<file path="src/rtl/vc_port_scheduler.sv">
// vc_port_scheduler
//
// Per-port output scheduler for the four PCIe transaction-layer VC FIFOs
// (VC0/VC1 of port 0 and port 1). Each port independently picks one FIFO
// to pop per cycle using weighted round-robin between VC0 and VC1, gates
// pops with its downstream stall, and forwards the popped word two cycles
// later tagged with its VC.
//
// Parameters:
//   W0 - VC0 burst weight, max consecutive VC0 grants per port (1..15)
//   W1 - VC1 burst weight (1..15)
//
// Ports:
//   clk, reset                    - clock, synchronous active-high reset
//   empty_vcX_pY                  - FIFO empty flags
//   fifo_vcX_pY [4:0]             - FIFO read data (valid one cycle after pop)
//   fvalid_vcX_pY                 - FIFO read-data valid
//   stall_p0, stall_p1            - downstream stall per port
//   pop_vcX_pY                    - FIFO pop strobes (combinational)
//   out_p0, out_p1 [5:0]          - {vc_tag, data[4:0]}, registered
//   out_valid_p0, out_valid_p1    - output word valid
//   sched_err                     - sticky: pending word met fvalid = 0
//   grant_cnt [31:0]              - {vc1_p1, vc0_p1, vc1_p0, vc0_p0} grant counts
//
// Build option:
//   SCHED_GRANT_CNT_EN - when defined, grant_cnt holds four 8-bit saturating
//                        pop counters; otherwise grant_cnt is tied to zero.

module vc_port_scheduler #(
   parameter int unsigned W0 = 3,
   parameter int unsigned W1 = 1
) (
   input  logic        clk,
   input  logic        reset,
   input  logic        empty_vc0_p0,
   input  logic        empty_vc1_p0,
   input  logic        empty_vc0_p1,
   input  logic        empty_vc1_p1,
   input  logic [4:0]  fifo_vc0_p0,
   input  logic [4:0]  fifo_vc1_p0,
   input  logic [4:0]  fifo_vc0_p1,
   input  logic [4:0]  fifo_vc1_p1,
   input  logic        fvalid_vc0_p0,
   input  logic        fvalid_vc1_p0,
   input  logic        fvalid_vc0_p1,
   input  logic        fvalid_vc1_p1,
   input  logic        stall_p0,
   input  logic        stall_p1,
   output logic        pop_vc0_p0,
   output logic        pop_vc1_p0,
   output logic        pop_vc0_p1,
   output logic        pop_vc1_p1,
   output logic [5:0]  out_p0,
   output logic [5:0]  out_p1,
   output logic        out_valid_p0,
   output logic        out_valid_p1,
   output logic        sched_err,
   output logic [31:0] grant_cnt
);

   typedef enum logic [1:0] {
      IDLE    = 2'd0,
      OWN_VC0 = 2'd1,
      OWN_VC1 = 2'd2
   } state_t;

   localparam logic [3:0] WGT0 = W0[3:0];
   localparam logic [3:0] WGT1 = W1[3:0];

   // Per-port views of the FIFO bank, indexed by port number.
   logic [1:0] empty0, empty1;
   logic [1:0] fvalid0, fvalid1;
   logic [1:0] stall;
   logic [4:0] data0 [2];
   logic [4:0] data1 [2];

   assign empty0  = {empty_vc0_p1, empty_vc0_p0};
   assign empty1  = {empty_vc1_p1, empty_vc1_p0};
   assign fvalid0 = {fvalid_vc0_p1, fvalid_vc0_p0};
   assign fvalid1 = {fvalid_vc1_p1, fvalid_vc1_p0};
   assign stall   = {stall_p1, stall_p0};
   assign data0[0] = fifo_vc0_p0;
   assign data0[1] = fifo_vc0_p1;
   assign data1[0] = fifo_vc1_p0;
   assign data1[1] = fifo_vc1_p1;

   // Scheduler state
   state_t     state      [2];
   state_t     state_nxt  [2];
   logic [3:0] credit     [2];
   logic [3:0] credit_nxt [2];
   logic [1:0] pop0, pop1;

   // Owner-relative views: "c" is the owning VC, "o" the other one.
   logic [1:0] own1;
   logic [1:0] emp_c, emp_o;
   logic [3:0] wgt_c [2];

   // Output pipeline
   logic [1:0] pend;
   logic [1:0] vc_d;
   logic [1:0] out_v;
   logic [5:0] out_q [2];
   logic       err_q;

   always_comb begin
      for (int unsigned p = 0; p < 2; p++) begin
         own1[p]  = (state[p] == OWN_VC1);
         emp_c[p] = own1[p] ? empty1[p] : empty0[p];
         emp_o[p] = own1[p] ? empty0[p] : empty1[p];
         wgt_c[p] = own1[p] ? WGT1 : WGT0;
      end
   end

   // Pop decision and next state. Pops depend only on registered state,
   // the empty flags and stall, so a stall removes the pop in the same cycle.
   always_comb begin
      for (int unsigned p = 0; p < 2; p++) begin
         pop0[p]       = 1'b0;
         pop1[p]       = 1'b0;
         state_nxt[p]  = state[p];
         credit_nxt[p] = credit[p];
         if (!reset && !stall[p]) begin
            case (state[p])
               IDLE: begin
                  if (!empty0[p]) begin
                     pop0[p]       = 1'b1;
                     state_nxt[p]  = OWN_VC0;
                     credit_nxt[p] = 4'd1;
                  end else if (!empty1[p]) begin
                     pop1[p]       = 1'b1;
                     state_nxt[p]  = OWN_VC1;
                     credit_nxt[p] = 4'd1;
                  end
               end
               OWN_VC0, OWN_VC1: begin
                  if (!emp_c[p] && (credit[p] < wgt_c[p])) begin
                     // continue the current burst
                     {pop1[p], pop0[p]} = own1[p] ? 2'b10 : 2'b01;
                     credit_nxt[p]      = credit[p] + 4'd1;
                  end else if (!emp_o[p]) begin
                     // hand ownership to the other VC
                     {pop1[p], pop0[p]} = own1[p] ? 2'b01 : 2'b10;
                     state_nxt[p]       = own1[p] ? OWN_VC0 : OWN_VC1;
                     credit_nxt[p]      = 4'd1;
                  end else if (!emp_c[p]) begin
                     // other VC idle: owner starts a fresh burst
                     {pop1[p], pop0[p]} = own1[p] ? 2'b10 : 2'b01;
                     credit_nxt[p]      = 4'd1;
                  end else begin
                     state_nxt[p]  = IDLE;
                     credit_nxt[p] = 4'd0;
                  end
               end
               default: begin
                  state_nxt[p]  = IDLE;
                  credit_nxt[p] = 4'd0;
               end
            endcase
         end
      end
   end

   // State, output stage and sticky error. The FIFO presents data one cycle
   // after the pop (pend stage); it is captured into the output register on
   // that cycle, giving a two-cycle pop-to-output latency.
   always_ff @(posedge clk) begin
      if (reset) begin
         for (int unsigned p = 0; p < 2; p++) begin
            state[p]  <= IDLE;
            credit[p] <= 4'd0;
            pend[p]   <= 1'b0;
            vc_d[p]   <= 1'b0;
            out_v[p]  <= 1'b0;
            out_q[p]  <= '0;
         end
         err_q <= 1'b0;
      end else begin
         for (int unsigned p = 0; p < 2; p++) begin
            state[p]  <= state_nxt[p];
            credit[p] <= credit_nxt[p];
            pend[p]   <= pop0[p] | pop1[p];
            vc_d[p]   <= pop1[p];
            out_v[p]  <= pend[p];
            if (pend[p]) begin
               out_q[p] <= {vc_d[p], vc_d[p] ? data1[p] : data0[p]};
               // word is forwarded regardless; the error only flags it
               if (!(vc_d[p] ? fvalid1[p] : fvalid0[p])) begin
                  err_q <= 1'b1;
               end
            end
         end
      end
   end

   assign pop_vc0_p0   = pop0[0];
   assign pop_vc1_p0   = pop1[0];
   assign pop_vc0_p1   = pop0[1];
   assign pop_vc1_p1   = pop1[1];
   assign out_p0       = out_q[0];
   assign out_p1       = out_q[1];
   assign out_valid_p0 = out_v[0];
   assign out_valid_p1 = out_v[1];
   assign sched_err    = err_q;

`ifdef SCHED_GRANT_CNT_EN
   logic [3:0] pop_all;
   logic [7:0] cnt [4];

   // Field order matches grant_cnt: {vc1_p1, vc0_p1, vc1_p0, vc0_p0}.
   assign pop_all = {pop1[1], pop0[1], pop1[0], pop0[0]};

   always_ff @(posedge clk) begin
      if (reset) begin
         for (int unsigned i = 0; i < 4; i++) begin
            cnt[i] <= '0;
         end
      end else begin
         for (int unsigned i = 0; i < 4; i++) begin
            if (pop_all[i] && (cnt[i] != '1)) begin
               cnt[i] <= cnt[i] + 8'd1;
            end
         end
      end
   end

   assign grant_cnt = {cnt[3], cnt[2], cnt[1], cnt[0]};
`else
   assign grant_cnt = '0;
`endif

endmodule

</file>
<file path="config.mk">
export PLATFORM = sky130hd
export DESIGN_NAME = vc_port_scheduler
export DESIGN_NICKNAME = d
export VERILOG_FILES = /design/src/rtl/vc_port_scheduler.sv
export SDC_FILE = /design/constraint.sdc
export NUM_CORES = 1
export LEC_CHECK = 0
export ABC_AREA = 1
export CAP_MARGIN = 25
export CORE_UTILIZATION = 45
export DETAILED_ROUTE_END_ITERATION = 12
export PLACE_DENSITY = 0.91
export SLEW_MARGIN = 20
export SYNTH_ARGS = -nofsm -noshare
export SYNTH_HDL_FRONTEND = slang
export SYNTH_SLANG_ARGS = --single-unit
</file>
<file path="constraint.sdc">
create_clock -name clk -period 2.4 [get_ports clk]
set_clock_uncertainty 0.05 [all_clocks]
set_input_delay 0.48 -clock clk [delete_from_list [all_inputs] [get_ports clk]]
set_output_delay 0.48 -clock clk [all_outputs]
set_load 0.1 [all_outputs]
</file>
==> results of run 1 <==
-- worst max-delay path: stages --
cell	delay, ns
clkdlybuf4s50_1	0.48
inv_1	0.06
nand2_1	0.08
nand2_1	0.07
nand2_1	0.08
nand2_1	0.06
nand2_1	0.07
nand3_1	0.07
nand2_1	0.08
nand2_2	0.07
inv_2	0.07
buf_12	0.16
-- metal layers --
metal / wire length, µm / part of all wire [%] / global-route usage [%]
met5: 0 / 0 / 0
met4: 72 / 1.5 / 7.407
met3: 372 / 7.5 / 6.048
met2: 2397 / 48 / 36.06
met1: 2112 / 43 / 20.93
-- state kept, by name, indices dropped and copies added, names as in the netlist --
signal / cells
state: 4
vc_d: 2
out_v: 2
out_q: 12
pend: 2
credit: 8
sched_err: 1
-- path summary, 6_finish.rpt --
check,to,slack (ns),cells past startpoint
min reg2reg,credit[0][7]$_SDFFE_PP0P_,0.39,2
max reg2reg,state[0][3]$_SDFFE_PP0P_,0.77,13
min,credit[0][7]$_SDFFE_PP0P_,0.39,2
max,pop_vc0_p0,0.03,12
-- synth_stat cells --
| cell type | number |
|---|---|
| o21ai_1 | 1 |
| inv_1 | 46 |
| nand3_2 | 2 |
| nand3_1 | 19 |
| nand2_4 | 2 |
| nand4_1 | 3 |
| nor2_1 | 26 |
| buf_6 | 1 |
| o211ai_1 | 1 |
| conb_1 | 1 |
| buf_4 | 32 |
| nor3_1 | 1 |
| nor2_8 | 1 |
| edfxtp_1 | 12 |
| o21ai_2 | 1 |
| nor3b_1 | 1 |
| nand2_2 | 3 |
| nor3_4 | 1 |
| nand2_1 | 107 |
| nand3_4 | 1 |
| ha_1 | 10 |
| o21ai_0 | 7 |
| o32ai_1 | 1 |
| a31o_2 | 2 |
| inv_2 | 5 |
| buf_2 | 1 |
| dfxtp_1 | 19 |
| a21oi_1 | 11 |
-- cell usage in the layout (no fill, tap or decap), types with 6 or more instances in the layout --
cell and count:
clkdlybuf4s50_1 28, nand2_1 102, buf_4 37, nor2_1 26
o21ai_0 6, inv_2 14, clkbuf_8 6, nand2_2 7
ha_1 6, edfxtp_1 12, inv_1 36, a21oi_1 11
nand3_1 16, dfxtp_1 15, conb_1 32
-- metrics by stage --
stage,instances,hold WS (ns),setup WS (ns),instance area [µm²],TNS (ns)
6_report,462,0.3935,0.03297,3028,0
5_1_grt,462,0.4293,-0.03085,3028,-0.03085
4_1_cts,458,0.3941,0.007597,2934,0
3_5_place_dp,450,0.3818,-0.1511,2778,-0.2942
3_3_place_gp,450,0.3825,-0.08021,2778,-0.1580
2_1_floorplan,349,0.3694,0.001097,2312,0
-- repair_timing --
item,CTS,global route
setup endpoints to repair,4,4
pin swaps,0,4
hold endpoints to repair,0,0
setup buffers,0,4
resized for setup,14,28
-- layout make-up --
cell class	count	area (µm²)	area share, %
clock buffers	6	82.58	2.727
flip-flops and latches	31	750.7	24.79
inverters	51	193.9	6.405
repair buffers	72	664.4	21.94
multi-input cells	233	1217	40.21
clock inverters	2	35.03	1.157
well taps	67	83.83	2.769
-- power by group --
| part | switching [mW] | internal [mW] |
|---|---|---|
| clock | 0.201 | 0.336 |
| sequential | 0.0274 | 0.593 |
| combinational | 0.649 | 0.220 |
| total | 0.878 | 1.15 |
-- kinds of logic (layout without fill, tap and decap cells) --
kind of cell | Yosys count | count (layout) | share of synthesized area (%)
flip-flops | 31 | 31 | 33.73
other | 1 | 32 | 0.1708
AO/OA/AOI/OAI | 24 | 24 | 6.268
adder cells (fa/ha/maj) | 10 | 10 | 5.698
buffers and inverters | 85 | 131 | 20.40
AND/OR/NAND/NOR | 167 | 167 | 33.73
==> summary.md, run 1 <==
| Metric | Value |
|---|---|
| Hold Crit Class | `flop to flop` |
| H-tree levels | `2` |
| Layout cell share with drive strength beyond 1 | `between 20% and 30%` |
| Post-Syn Area | `around 2200 µm²` |
| Final Hold Viols | `0` |
| Final-report setup violation count | `0` |
| Lkg Pwr | `1.586 nW` |
| Status | `completed` |
| Gpl congestion | `0.9284` |
| Initial antenna violation count | `0` |
| Post-cts hold buffer count | `0` |
| Vias in the first global route | `1906` |
| Hold wc startpoint | `credit[0][7]$_SDFFE_PP0P_` |
| Crit-path max FO | `3` |
| Largest area contributor in the netlist | `nand2_1` |
| Layout Utilization | `64.11%` |
| Pwr Total | `2.025 mW` |
| Tcrit/Tclk final | `around 100%` |
| Ys Warns | `0` |
| DRC Markers | `0` |
| Nets | `436` |
| Fmax | `0.4225 GHz` |
| CP arrival | `1.84 ns` |
| Final min period | `2.367 ns` |
| Antenna fix cells | `0` |
| VDD IR max | `272.0 µV` |
| Via count | `about 2100` |
| 1st-iter DRT viols | `59` |
| CTS clk-pin slew, worst paths | `0.07 ns` |
| Critical path class | `primary input to output port` |
| Critical path required time | `around 1.9 ns` |
| First-pass GRT wire length | `7907 µm` |
| Antenna Nets Post-Route | `0` |
| CTS tree | `built` |
| Clock sinks | `31` |
| Max Root-Sink Buffers | `2` |
| Sum of net half-perimeters after detailed placement | `roughly 3800 µm` |
| Final Slew Violations | `0` |
| Pwr Density | `668.9 nW/µm²` |
| Area grow syn2layout | `37.89%` |
| Clock insertion delay at the later pin of the skew report | `0.29 ns` |
| Max-cap violations | `0` |
| Starting Density | `46.49%` |
| Root Driver | `clkbuf_8` |
| # port buffers | `50` |
| Drt wl/cell | `10.73 µm` |
| Chip width | `71.86 µm` |
| Synth area leaders | `nand2_1 (18%), dfxtp_1 (17%), edfxtp_1 (16%), buf_4 (11%), inv_1 (7.9%)` |
| Remaining Overflow, GRT | `0` |
| I/O pin cnt | `83` |
| Top cell type's share of synthesized area | `about 18%` |
| Core Region | `4723 µm²` |
| Sequential area share after synthesis | `between 30 and 40%` |
| Number of fill cells in the layout | `394` |
| Largest net degree at the start of global routing | `11` |
| TritonCTS buffer count | `5` |
| Setup crit start kind | `primary input` |
| CP startpoint | `empty_vc1_p0` |
| Synth Instances | `318` |
| Num rows | `25` |
| Setup crit end kind | `output port` |
| Drt via density | `between 4 and 5` |
| Final wirelength | `4956 µm` |
| GRT Overall Usage | `19.61%` |
| Pre-antenna DRT Iters | `4` |
| Number of synthesized register bits | `31` |
| Worst r2r src | `state[0][2]$_SDFFE_PP0P_` |
| Full die area | `5163 µm²` |
| Syn_area_per_cell | `6.905 µm²` |
| Unique masters post-synth | `28` |
| Die boundary height | `around 72 µm` |
Power figures use the tool's default switching activity.
==> inputs of run 2 (changes only) <==
--- a/config.mk
+++ b/config.mk
@@ -5,12 +5,10 @@
 export SDC_FILE = /design/constraint.sdc
 export NUM_CORES = 1
 export LEC_CHECK = 0
-export ABC_AREA = 1
 export CAP_MARGIN = 25
-export CORE_UTILIZATION = 45
+export CORE_UTILIZATION = 44
 export DETAILED_ROUTE_END_ITERATION = 12
 export PLACE_DENSITY = 0.91
-export SLEW_MARGIN = 20
 export SYNTH_ARGS = -nofsm -noshare
 export SYNTH_HDL_FRONTEND = slang
 export SYNTH_SLANG_ARGS = --single-unit
==> run 2 against run 1 <==
The run now ends with DRC, setup timing left. Final cell count shrank 21%. Synthesized cell count shrank 29%. Register-to-register slack lost 0.48 ns. Routed wire length grew 13%. Area after synthesis shrank 5.9%. Count of clock-buffer cells in the layout is the same. Sequential power grew 3.5%. Global-route usage grew 0.87 points. Via count shrank 6.9%. Worst hold slack gained 0.040 ns. Combinational power grew 25%. Sequential share of layout area shrank 0.11 points. Largest cell class unchanged. Largest power group unchanged. Highest routed layer unchanged.
==> summary.md, run 2 <==
| Metric | Value |
|---|---|
| R2R Path End | `credit[0][6]$_SDFFE_PP0P_` |
| CTS clk-pin slew, worst paths | `0.07 ns (about the same)` |
| Die boundary height | `70.52 µm (-1.9%)` |
| Final Slew Violations | `0 (unchanged)` |
| Largest area contributor in the netlist | `dfxtp_1` |
| Top cell type's share of synthesized area | `18.41% (+0.12 points)` |
| # port buffers | `50 (unchanged)` |
| CTS tree | `built` |
| Post-cts hold buffer count | `0 (unchanged)` |
| Critical path required time | `1.87 ns (about the same)` |
| Final Hold Viols | `0 (unchanged)` |
| Hold Crit Class | `flop to flop` |
| Worst setup endpoint | `pop_vc0_p0` |
| Full die area | `4973 µm² (-3.7%)` |
| Pwr Density | `746.1 nW/µm² (+12%)` |
| Antenna Nets Post-Route | `0 (unchanged)` |
| I/O pin cnt | `83 (unchanged)` |
| Syn_area_per_cell | `9.181 µm² (+33%)` |
| Synth Instances | `225 (-29%)` |
| Largest net degree at the start of global routing | `14 (+3)` |
| Status | `finished, violations left` |
| EDFF count, synth | `12 (unchanged)` |
| Max-cap violations | `0 (unchanged)` |
| Worst Hold Depth | `2 (unchanged)` |
| Synth area leaders | `dfxtp_1 (18%), edfxtp_1 (17%), buf_4 (12%), mux2i_1 (6.3%), ha_1 (6.1%)` |
| Setup crit end kind | `output port` |
| Drt via density | `5.361 (+19%)` |
| Antenna fix cells | `0 (unchanged)` |
| Chip width | `70.52 µm (-1.9%)` |
| R2R depth | `9 (-4)` |
| Top Registers | `out_q (12), credit (8), state (4)` |
| 1st-iter DRT viols | `116 (+97%)` |
| Final instance area | `3032 µm² (+0.12%)` |
| Placed cell area | `2748 µm² (-1.1%)` |
| Fraction of registers with async set/reset | `0% (unchanged)` |
| Setup slack at placement | `-0.4037 ns (-0.2526 ns)` |
| Final-report setup violation count | `4 (+4)` |
| Commonest cells after routing, fill and taps aside | `buf_4 (54), conb_1 (32), clkdlybuf4s50_1 (27), nor2_1 (20), dfxtp_1 (15)` |
| TritonCTS buffer count | `5 (unchanged)` |
| Vias in the first global route | `1731 (-9.2%)` |
| CP peak stage delay | `0.35 ns (-0.13 ns)` |
| CP arrival | `2.09 ns (+0.25 ns)` |
| Root Driver | `clkbuf_8` |
| Crit path max-delay cell type | `or3_1` |
| Post-Syn Area | `2066 µm² (-5.9%)` |
| Setup TNS | `-0.6066 ns (-0.6066 ns)` |
| Starting Density | `46.48% (about the same)` |
| Sequential area share after synthesis | `35.86% (+2.1 points)` |
| H-tree levels | `2 (unchanged)` |
| Largest Register | `out_q` |
| Number of synthesized register bits | `31 (unchanged)` |
| DRC Markers | `20 (+20)` |
| Fmax | `0.3811 GHz (-9.8%)` |
| VDD IR max | `273.6 µV (+0.57%)` |
| Area grow syn2layout | `46.76%` |
| CP startpoint | `state[0][0]$_SDFFE_PP0P_` |
| Num rows | `24 (-4.0%)` |
| Clock insertion delay at the later pin of the skew report | `0.28 ns (about the same)` |
| Tcrit/Tclk final | `109.3% (+11 points)` |
| Worst r2r src | `state[0][2]$_SDFFE_PP0P_` |
| Critical path class | `flop to output port` |
| Unique masters post-synth | `50 (+79%)` |
| Final wirelength | `5581 µm (+13%)` |
| Crit path max-delay family | `simple AND/OR/NAND/NOR gates` |
| Most common cell after layout, fill and taps aside | `buf_4` |
| Crit-path max FO | `4 (+1)` |
| Reg2reg setup slack | `0.29 ns (-0.48 ns)` |
| Most frequent cells after synthesis | `buf_4 (32), nor2_1 (22), dfxtp_1 (19), a21oi_1 (16), mux2i_1 (13)` |
| Clock sinks | `31 (unchanged)` |
| Remaining Overflow, GRT | `0 (unchanged)` |
| Bufs and invs on worst path | `2 (-2)` |
| Most common cell in the netlist | `buf_4` |
| Number of flip-flops under the largest register name | `12 (unchanged)` |
| Setup crit start kind | `flop` |
| Drt wl/cell | `15.37 µm (+43%)` |
| Post-synth top flop | `dfxtp_1` |
| Ys Warns | `0 (unchanged)` |
| Initial antenna violation count | `0 (unchanged)` |
| Pre-antenna DRT Iters | `9 (+5)` |
| Worst path cell trace | `inv_4 > ha_4 > mux2i_2 > nand2_1 > or3_1 > o31a_1 > a21oi_4 > buf_12` |
| Core Region | `4444 µm² (-5.9%)` |
| Nets | `352 (-19%)` |
| First-pass GRT wire length | `7935 µm (+0.35%)` |
| Failing checks | `DRC, setup timing` |
| Final min period | `2.624 ns (+0.2569 ns)` |
| GRT Overall Usage | `20.48% (+0.87 points)` |
| Crit path depth | `8 (-4)` |
| Via count | `1946 (-6.9%)` |
| Max Root-Sink Buffers | `2 (unchanged)` |
| Sum of net half-perimeters after detailed placement | `3535 µm (-7.5%)` |
| Lkg Pwr | `1.301 nW (-18%)` |
| Post-route setup slack | `-0.2239 ns (-0.2569 ns)` |
| Layout cell share with drive strength beyond 1 | `32.15% (+8.1 points)` |
| Gpl congestion | `0.9330 (+0.50%)` |
| RSZ-0062 raised after global routing | `true` |
-- run 2: cell types whose count changed in the layout (fill, tap and decap cells not counted), sizes merged, moves of 4 or more --
cell | before | now
a21oi | 11 | 16
buf | 41 | 59
inv | 51 | 12
mux2i | 0 | 13
nand2 | 112 | 12
nand3 | 22 | 3
nor2 | 27 | 22
nor2b | 0 | 7
o21ai | 9 | 2
or3 | 0 | 4
-- run 2: kinds of logic after synthesis --
logic type	Yosys count	synth area share (%)
other cells	1	0.1815
mux	15	7.389
xor+xnor	2	0.8481
compound gates	48	17.20
fa+ha+maj	10	6.057
flops	31	35.86
buf+inv	55	17.02
simple gates	63	15.44
-- run 2: layout make-up --
| class | count | area, µm² |
|---|---|---|
| clock buffer | 6 | 82.58 |
| clock inverter | 2 | 35.03 |
| fill | 313 | 1413 |
| inverter | 12 | 52.55 |
| multi-input combinational | 170 | 1242 |
| sequential | 31 | 748.2 |
| tap | 52 | 65.06 |
| timing repair buffer | 90 | 805.8 |
-- run 2: worst min-delay path by stage --
| stage | start | end |
|---|---|---|
| 6_report | sched_err$_SDFF_PP0_ | sched_err$_SDFF_PP0_ |
| 5_1_grt | credit[0][7]$_SDFFE_PP0P_ | credit[0][7]$_SDFFE_PP0P_ |
| 4_1_cts | credit[0][7]$_SDFFE_PP0P_ | credit[0][7]$_SDFFE_PP0P_ |
| 3_5_place_dp | sched_err$_SDFF_PP0_ | sched_err$_SDFF_PP0_ |
| 3_3_place_gp | sched_err$_SDFF_PP0_ | sched_err$_SDFF_PP0_ |
| 2_1_floorplan | credit[0][7]$_SDFFE_PP0P_ | credit[0][7]$_SDFFE_PP0P_ |
-- run 2: through the flow --
| stage | total power [mW] | hold WS (ns) | utilization [%] | cells |
|---|---|---|---|---|
| 2_1_floorplan | 1.432 | 0.3984 | - | 256 |
| 5_1_grt | 2.340 | 0.4402 | 68.22 | 363 |
| 4_1_cts | 2.211 | 0.4307 | 66.69 | 358 |
| 3_3_place_gp | 1.615 | 0.4084 | 61.82 | 343 |
| 6_report | 2.262 | 0.4333 | 68.22 | 363 |
| 3_5_place_dp | 1.634 | 0.4167 | 61.82 | 343 |
-- run 2: power by group --
group	switching, mW	internal (mW)	leakage (nW)
logic	0.739	0.353	0.957
registers	0.0400	0.602	0.283
clock network	0.193	0.335	0.0612
total	0.972	1.29	1.30
-- run 2: tightest hold or removal path: cells and delay by family, from the launching register on --
family | cells | cell delay (ns)
compound gates | 1 | 0.05
flops | 1 | 0.33
simple gates | 1 | 0.07
-- run 2: what timing repair did --
item                                   in CTS  in global routing
endpoints found under the hold margin       0                  0
cloned                                      0                  0
setup buffers                               7                  5
gates resized for setup                    15                  8
setup endpoints to repair                   4                  4
pin swaps                                  10                 10
-- run 2: per-layer routing --
| metal | wire length, µm | track usage [%] |
|---|---|---|
| met2 | 2793 | 36.03 |
| met1 | 2069 | 22.14 |
| met3 | 548 | 5.051 |
| met4 | 170 | 12.47 |
| met5 | 0 | 0 |
==> inputs of run 3 (changes only) <==
--- a/config.mk
+++ b/config.mk
@@ -5,8 +5,8 @@
 export SDC_FILE = /design/constraint.sdc
 export NUM_CORES = 1
 export LEC_CHECK = 0
-export CAP_MARGIN = 25
 export CORE_UTILIZATION = 44
+export CTS_CLUSTER_DIAMETER = 120
 export DETAILED_ROUTE_END_ITERATION = 12
 export PLACE_DENSITY = 0.91
 export SYNTH_ARGS = -nofsm -noshare
==> results of run 3 <==
Final layout, timing and power as in run 2 (identical DEF).
